## config.mk

```make
export PLATFORM = sky130hd
export DESIGN_NAME = pwm_capture
export DESIGN_NICKNAME = d
export VERILOG_FILES = /design/src/rtl/pwm_pkg.sv /design/src/rtl/pwm_sync_edge.sv /design/src/rtl/pwm_capture.sv
export SDC_FILE = /design/constraint.sdc
export NUM_CORES = 1
export LEC_CHECK = 0
export ABC_AREA = 0
export CAP_MARGIN = 30
export CORE_ASPECT_RATIO = 1.2
export CORE_MARGIN = 1
export CORE_UTILIZATION = 48
export CTS_CLUSTER_DIAMETER = 40
export DETAILED_ROUTE_END_ITERATION = 6
export PLACE_DENSITY_LB_ADDON = 0.1
export SLEW_MARGIN = 20
export SYNTH_ARGS = -nofsm -noshare
export SYNTH_HDL_FRONTEND = slang
export SYNTH_SLANG_ARGS = --single-unit
```

## constraint.sdc

```tcl
create_clock -name clk -period 1.84 [get_ports clk]
set_clock_uncertainty 0.1 [all_clocks]
set_input_delay 0.276 -clock clk [delete_from_list [all_inputs] [get_ports clk]]
set_output_delay 0.276 -clock clk [all_outputs]
set_load 0.01 [all_outputs]
```

## src/rtl/pwm_pkg.sv

```systemverilog
// Shared types and constants for the PWM capture block.
package pwm_pkg;

    typedef enum logic [1:0] {
        IDLE = 2'd0,
        HIGH = 2'd1,
        LOW  = 2'd2
    } pwm_cap_state_t;

    localparam int unsigned SYNC_STAGES = 2;
    localparam int unsigned FILT_LEN    = 3;

endpackage

```

## src/rtl/pwm_sync_edge.sv

```systemverilog
// Synchronises the asynchronous PWM input and produces single-cycle rise/fall strobes.
// With PWM_CAPTURE_GLITCH_FILTER_EN defined, a FILT_LEN-sample majority-free level filter precedes edge detection.
module pwm_sync_edge
    import pwm_pkg::*;
(
    input  logic clk,
    input  logic rst,
    input  logic pwm_in,
    output logic rise_c,
    output logic fall_c
);

    logic [SYNC_STAGES-1:0] sync_q;
    logic                   s;

    // Plain shift-register synchroniser; the last stage is the usable level.
    always_ff @(posedge clk) begin
        if (rst) begin
            sync_q <= '0;
        end else begin
            sync_q <= {sync_q[SYNC_STAGES-2:0], pwm_in};
        end
    end

    assign s = sync_q[SYNC_STAGES-1];

`ifdef PWM_CAPTURE_GLITCH_FILTER_EN
    logic [FILT_LEN-2:0] hist_q;
    logic [FILT_LEN-1:0] win;
    logic                filt_q;

    assign win = {hist_q, s};

    // Level follows s only once the whole window agrees, so short pulses and gaps vanish.
    always_ff @(posedge clk) begin
        if (rst) begin
            hist_q <= '0;
            filt_q <= 1'b0;
        end else begin
            hist_q <= win[FILT_LEN-2:0];
            if (&win) begin
                filt_q <= 1'b1;
            end else if (~|win) begin
                filt_q <= 1'b0;
            end
        end
    end

    assign rise_c = (&win) & ~filt_q;
    assign fall_c = (~|win) & filt_q;
`else
    logic s_d;

    always_ff @(posedge clk) begin
        if (rst) begin
            s_d <= 1'b0;
        end else begin
            s_d <= s;
        end
    end

    assign rise_c = s & ~s_d;
    assign fall_c = ~s & s_d;
`endif

endmodule

```

## src/rtl/pwm_capture.sv

```systemverilog
// Measures PWM period and high time in clk cycles, reporting once per complete period.
// Optional input glitch filter: define PWM_CAPTURE_GLITCH_FILTER_EN.
module pwm_capture
    import pwm_pkg::*;
#(
    parameter int unsigned CNT_BITS = 8
) (
    input  logic                clk,
    input  logic                rst,
    input  logic                en,
    input  logic                pwm_in,
    output logic [CNT_BITS-1:0] period,
    output logic [CNT_BITS-1:0] high_time,
    output logic                valid,
    output logic                ovf
);

    localparam logic [CNT_BITS-1:0] CNT_MAX = '1;

    logic rise_c;
    logic fall_c;

    pwm_cap_state_t      state_q, state_d;
    logic [CNT_BITS-1:0] cnt_q, cnt_d;
    logic [CNT_BITS-1:0] hi_lat_q, hi_lat_d;
    logic [CNT_BITS-1:0] period_d, high_time_d;
    logic                valid_d, ovf_d;
    logic                at_max;

    pwm_sync_edge u_sync_edge (
        .clk    (clk),
        .rst    (rst),
        .pwm_in (pwm_in),
        .rise_c (rise_c),
        .fall_c (fall_c)
    );

    assign at_max = (cnt_q == CNT_MAX);

    always_ff @(posedge clk) begin
        if (rst) begin
            state_q   <= IDLE;
            cnt_q     <= '0;
            hi_lat_q  <= '0;
            period    <= '0;
            high_time <= '0;
            valid     <= 1'b0;
            ovf       <= 1'b0;
        end else begin
            state_q   <= state_d;
            cnt_q     <= cnt_d;
            hi_lat_q  <= hi_lat_d;
            period    <= period_d;
            high_time <= high_time_d;
            valid     <= valid_d;
            ovf       <= ovf_d;
        end
    end

    // Next-state and measurement update; a closing rise always beats saturation.
    always_comb begin
        state_d     = state_q;
        cnt_d       = cnt_q;
        hi_lat_d    = hi_lat_q;
        period_d    = period;
        high_time_d = high_time;
        valid_d     = 1'b0;
        ovf_d       = 1'b0;

        if (!en) begin
            state_d = IDLE;
        end else begin
            case (state_q)
                IDLE: begin
                    if (rise_c) begin
                        cnt_d   = CNT_BITS'(1);
                        state_d = HIGH;
                    end
                end
                HIGH: begin
                    if (fall_c) begin
                        hi_lat_d = cnt_q;
                        cnt_d    = at_max ? cnt_q : cnt_q + 1'b1;
                        state_d  = LOW;
                    end else if (at_max) begin
                        ovf_d   = 1'b1;
                        state_d = IDLE;
                    end else begin
                        cnt_d = cnt_q + 1'b1;
                    end
                end
                LOW: begin
                    if (rise_c) begin
                        period_d    = cnt_q;
                        high_time_d = hi_lat_q;
                        valid_d     = 1'b1;
                        cnt_d       = CNT_BITS'(1);
                        state_d     = HIGH;
                    end else if (at_max) begin
                        ovf_d   = 1'b1;
                        state_d = IDLE;
                    end else begin
                        cnt_d = cnt_q + 1'b1;
                    end
                end
                default: begin
                    state_d = IDLE;
                end
            endcase
        end
    end

endmodule
```

After elaboration in Yosys (flattened, before gate mapping)
Index checks and enable logic that the tools add are counted.
W data, S select, Z words.
{"block": "classes", "shifts": 0, "n_mul": 0, "n_div": 0, "add_sub_neg": 1, "n_mux": 14, "magnitude_cmp": 0, "n_eq_ne": 4, "n_reduce_logical": 7, "bitwise": 6}
{"operator": "$mux W8", "count": 3}
{"operator": "$pmux W8 S3", "count": 1}
{"operator": "$reduce_and A3 Y1", "count": 3}
{"operator": "$add A8 B1 Y8 const B", "count": 1}
{"operator": "$eq A8 B8 Y1 const B", "count": 1}
{"operator": "$mux W2", "count": 4}
{"operator": "$pmux W2 S3", "count": 1}
{"operator": "$mux W1", "count": 4}
{"operator": "$not A1 Y1", "count": 4}
{"operator": "$reduce_bool A3 Y1", "count": 1}
{"operator": "$reduce_or A3 Y1", "count": 1}
{"operator": "$and A1 B1 Y1", "count": 2}
{"operator": "$eq A2 B1 Y1 const B", "count": 1}
{"operator": "$eq A2 B2 Y1 const B", "count": 1}
{"operator": "$logic_not A2 Y1", "count": 1}
{"operator": "$ne A2 B2 Y1 const B", "count": 1}
{"operator": "$pmux W1 S2", "count": 1}
{"operator": "$reduce_or A2 Y1", "count": 1}
{"block": "totals", "latchBits": 0, "inputBits": 4, "reg_bits": 39, "mem_bits_ro": 0, "word_cells": 41, "mem_bits_rw": 0, "output_inout_bits": 18, "memories": 0}

Logic depth before layout (Yosys ltp)
{"block": "logic_depth", "word_depth": 4, "depth_mapped": 8, "ltp_nobuf": 6}

Modules after synthesis
Synthesis repeated with hierarchy kept, for this count alone.
{"block": "unflattened", "cells_unflattened": 191, "hier_area_um2": 1622.8}
{"module": "pwm_capture", "seq_area_each_um2": 720.7, "area_each_um2": 1531.5, "instances": 1, "cells_each": 183}
{"module": "pwm_sync_edge", "seq_area_each_um2": 60.1, "area_each_um2": 91.3, "instances": 1, "cells_each": 8}

Least setup slack after synthesis
No wires, ideal clock.
{"block": "synth_path", "path_type": "reg2reg", "startpoint": "register cnt_q[0]", "endpoint": "register cnt_q[3]", "arrival_ns": 1.541, "synth_period_minus_slack_ns": 1.711, "setup_ns": 0.070, "slack_ns": 0.129, "t_required_ns": 1.670, "n_path_buf": 1, "path_stages_with_launch": 6, "path_cell_list": "dfxtp_1 > ha_1 > and4_4 > buf_6 > or4_1 > a21oi_1"}
{"block": "synth_via", "elab_chain_cells": 4, "word_cells_on_any_way": 5, "cone_classes": "1 x add/sub; 1 x eq/ne; 3 x mux"}
{"element": "start: declaration", "line_no": "pwm_capture.sv:24", "text": "logic [CNT_BITS-1:0] cnt_q, cnt_d;"}
{"element": "start signal: assignment", "line_no": "pwm_capture.sv:51", "text": "cnt_q <= cnt_d;"}
{"element": "$add A8 B1 Y8 or $eq A8 B8 Y1 (tied branches)"}
{"element": "$mux W8 (*)", "line_no": "pwm_capture.sv:83, pwm_capture.sv:85, pwm_capture.sv:99"}
{"element": "$mux W8", "line_no": "pwm_capture.sv:93", "text": "if (rise_c) begin"}
{"element": "$pmux W8 S3 (*)", "line_no": "pwm_capture.sv:73", "text": "case (state_q)"}
Mark *: on every way between the ends. The rest lies on a longest branch, timed or not.
A chain may end at the register's enable or synchronous reset.

Worst setup path after layout
{"block": "layout_path", "startpoint": "register state_q[1]", "endpoint": "register cnt_q[2]"}
{"block": "layout_via", "elab_chain_cells": 3, "word_cells_on_any_way": 7, "cone_classes": "3 x eq/ne; 1 x mux; 3 x reduce/logical"}
{"element": "start: declaration", "line_no": "pwm_capture.sv:23", "text": "pwm_cap_state_t state_q, state_d;"}
{"element": "start signal: assignment", "line_no": "pwm_capture.sv:50", "text": "state_q <= state_d;"}
{"element": "$eq A2 B2 Y1, or another cell as far along", "line_no": "pwm_capture.sv:73"}
{"element": "$reduce_bool A3 Y1 (no line) or $ne A2 B2 Y1 (tied branches)"}
{"element": "$reduce_and A3 Y1 (no line)"}
Several ways; a longest one is shown, not always the timed one.

==> out/results.txt <==
Power Density = 776.2 nW/um2
Detailed Place HPWL = 2651 um
Final hold violations = 0
Cts hold-fix bufs = 0
Crit path kind = reg2reg
Vias in the first global route = 1415
Crit-path slowest cell = dfxtp_1
R2R Setup Slk = 0.12 ns
Run status = finished, final reports clean
Initial antenna violation count = 0
CP Launch Type = flip-flop
Clock Tree Buf Depth = 2
Via count = 1521
Pre-CTS WS = 0.0009447 ns
Mapped Cells = 203
Worst Reg-to-Reg Cells = 8
Diode count = 0
CP peak stage delay = 0.38 ns
YS warnings = 0
Final WS setup = 0.1193 ns
Total GRT Usage = 21.77%
Starting Density = 49.96%
Die Span X = 55.81 um
Area of the multi-input gates = 805.8 um2
Tmin final = 1.721 ns
Core Region = 3338 um2
Switch Pwr = 348.7 uW
Final instance area = 2092 um2
Port buffer count = 21
Max cap viols = 0
CTS tree = built
Placed inst area = 1977 um2
Die H = 66.57 um
Relative slew slack = 78.31%
Synth Area per Inst = 8.216 um2
Residual DRC = 0
Final core occ = 62.67%
Leak = 0.7340 nW
Crit path to = cnt_q[2]
Comb pwr share = 3.7%
Clock transition at path regs = 0.08 ns
Most frequent CP cell = buf_4
Worst slew pin tran = 0.3254 ns
Final hold slack = 0.3503 ns
Largest net degree at the start of global routing = 28
Synth-to-layout area growth = 25.43%
Syn Std Cell Area = 1668 um2
Root Driver = clkbuf_8
Clk pwr share = 44.0%
Internal power = 1.275 mW
Final setup fails = 0
R2R Path End = cnt_q[2]
CP Launch Point = state_q[1]
Avg Vias per Cell = 5.592
Num CTS Buffers = 5
Final wirelength = 3670 um
Post-Syn Nets = 212
Setup TNS = 0 ns
Area of the die = 3715 um2
VDD IR max = 669.0 uV
WP data arrival = 1.83 ns
Layout cells sized above 1 = 11.49%
Placer's final routability congestion estimate = 0.8856
Max FO, Critical Path = 5
Unrepaired setup endpoints after global routing = no
Register Area = 780.7 um2
HP Class = reg2reg
FP Rows = 23
Post-CTS Setup Bufs = 0
Final Slew Violations = 0
Critical R2R Launch = state_q[1]
Critical path data required time = 1.95 ns
# H-tree levels = 2
Switch share = 21.48%
Synth unique cells = 36
Routed len/inst = 13.49 um
DR iter-0 viols = 77
Crit path capture type = flip-flop
Number of synthesized register bits = 39
Seq pwr share = 52.3%
Clk_lat worst skew = 0.29 ns
GRT overflow = 0
DR pass1 iterations = 4
Crit-path cells = inv_1 -> ha_2 -> nand2_1 -> o21ai_0 -> buf_4 -> o21ai_1 -> buf_4 -> a311oi_1
Register area share after synthesis = 46.81%
Fin crit share = 93.52%
Fmax = 581.1 MHz
Fillers = 310
Post-DRT Antenna Nets = 0
Final nets = 243
Clk sinks = 39
First-pass GRT wire length = 6230 um
I/O Pins = 22
[worst min-delay path by stage]
stage                           from                    end  slack, ns  cells past startpoint
2_1_floorplan                 pwm_in  u_sync_edge.sync_q[0]       0.30                      1
3_3_place_gp   u_sync_edge.sync_q[0]  u_sync_edge.sync_q[1]       0.33                      1
3_5_place_dp   u_sync_edge.sync_q[0]  u_sync_edge.sync_q[1]       0.34                      1
4_1_cts                 high_time[4]           high_time[4]       0.36                      2
5_1_grt                  hi_lat_q[3]           high_time[3]       0.37                      2
6_report       u_sync_edge.sync_q[0]  u_sync_edge.sync_q[1]       0.35                      1
[power by group through the flow]
stage / sequential, mW / combinational, mW / clock (mW)
finish: 0.850 / 0.0594 / 0.714
global route: 0.851 / 0.0647 / 0.765
CTS: 0.850 / 0.0583 / 0.730
detailed placement: 0.870 / 0.0578 / 0
global placement: 0.870 / 0.0563 / 0
floorplan: 0.870 / 0.0346 / 0
[per-layer routing]
layer	vias up	track usage (%)	wire, um
li1	767	-	-
met4	0	10.67	54
met1	706	23.92	1589
met5	-	0	0
met3	9	5.631	123
met2	39	39.16	1903
[Yosys cell counts]
cell	n	area share (%)
nand4_1	2	0.75
and3b_1	1	0.53
o21ai_0	7	2.1
and2_1	1	0.38
and2b_1	1	0.45
a32o_1	1	0.60
a21o_1	1	0.45
o31ai_1	2	0.90
a21oi_1	31	9.3
inv_1	5	1.1
o311ai_1	1	0.53
a311oi_1	3	1.6
and3_2	1	0.45
o221a_2	1	0.68
nand3_1	7	2.1
and4_1	1	0.53
nand2b_1	3	1.1
o31a_1	1	0.53
ha_1	5	3.8
o21ai_1	1	0.30
clkbuf_1	7	1.6
a2bb2oi_1	1	0.53
o211ai_1	1	0.45
dfxtp_1	39	47
buf_6	3	2.0
a211oi_1	2	0.90
buf_2	1	0.30
a31oi_1	1	0.38
nand2_1	53	12
nor2b_1	4	1.5
nor3_1	2	0.60
o2111ai_1	1	0.53
and4_4	2	1.4
and3_1	2	0.75
nor2_1	6	1.4
or4_1	2	0.90
[cells in the final DEF, fill, tap and decap left out, types with 2 or more instances in the layout]
| master | n |
|---|---|
| nand2_1 | 53 |
| dfxtp_1 | 39 |
| a21oi_1 | 31 |
| clkdlybuf4s50_1 | 21 |
| buf_4 | 13 |
| nand3_1 | 7 |
| o21ai_0 | 6 |
| nor2_1 | 6 |
| inv_1 | 5 |
| clkbuf_8 | 5 |
| nor2b_1 | 4 |
| ha_1 | 4 |
| nand2b_1 | 3 |
| a311oi_1 | 3 |
| and3_1 | 2 |
| and4_4 | 2 |
| nand4_1 | 2 |
| nor3_1 | 2 |
| o21ai_1 | 2 |
| a211oi_1 | 2 |
| o31ai_1 | 2 |
| or4_1 | 2 |
[through the flow]
step	cells	power, mW
floorplan	203	0.9050
global placement	264	0.9260
detailed placement	264	0.9278
CTS	272	1.639
global route	272	1.680
finish	272	1.624
[state kept, by name, indices dropped and copies added, names as in the netlist]
| signal | flops |
|---|---|
| cnt_q | 8 |
| hi_lat_q | 8 |
| high_time | 8 |
| period | 8 |
| state_q | 2 |
| u_sync_edge.sync_q | 2 |
| ovf | 1 |
| u_sync_edge.s_d | 1 |
| valid | 1 |
[critical path, delay by kind of cell (launching register included)]
| kind | cells | cell delay [ns] |
|---|---|---|
| buffers and inverters | 3 | 0.37 |
| DFF | 1 | 0.38 |
| and+or+nand+nor | 1 | 0.06 |
| AOI/OAI and AO/OA | 3 | 0.36 |
| adders and majority gates | 1 | 0.37 |
[layout make-up]
cell class | instances | area share (%)
clock buffers | 5 | 3.289
repair buffers | 35 | 15.67
clock inverters | 3 | 2.093
flip-flops and latches | 39 | 37.32
inverters | 5 | 0.8971
multi-input cells | 148 | 38.52
well taps | 37 | 2.213
[cells by family (layout without fill, tap and decap cells)]
kind of cell	after synthesis	count (layout)	synth area share, %
and+or+nand+nor	88	88	24.68
AOI/OAI and AO/OA	55	55	19.73
DFF	39	39	46.81
buffers and inverters	16	48	5.026
adders and majority gates	5	5	3.751
[what timing repair did]
| action | CTS | global route |
|---|---|---|
| endpoints found under the setup margin | 0 | 3 |
| hold endpoints to repair | 0 | 0 |
| gates resized for setup | 0 | 2 |
Note: power is estimated with default switching activity, not from simulation.
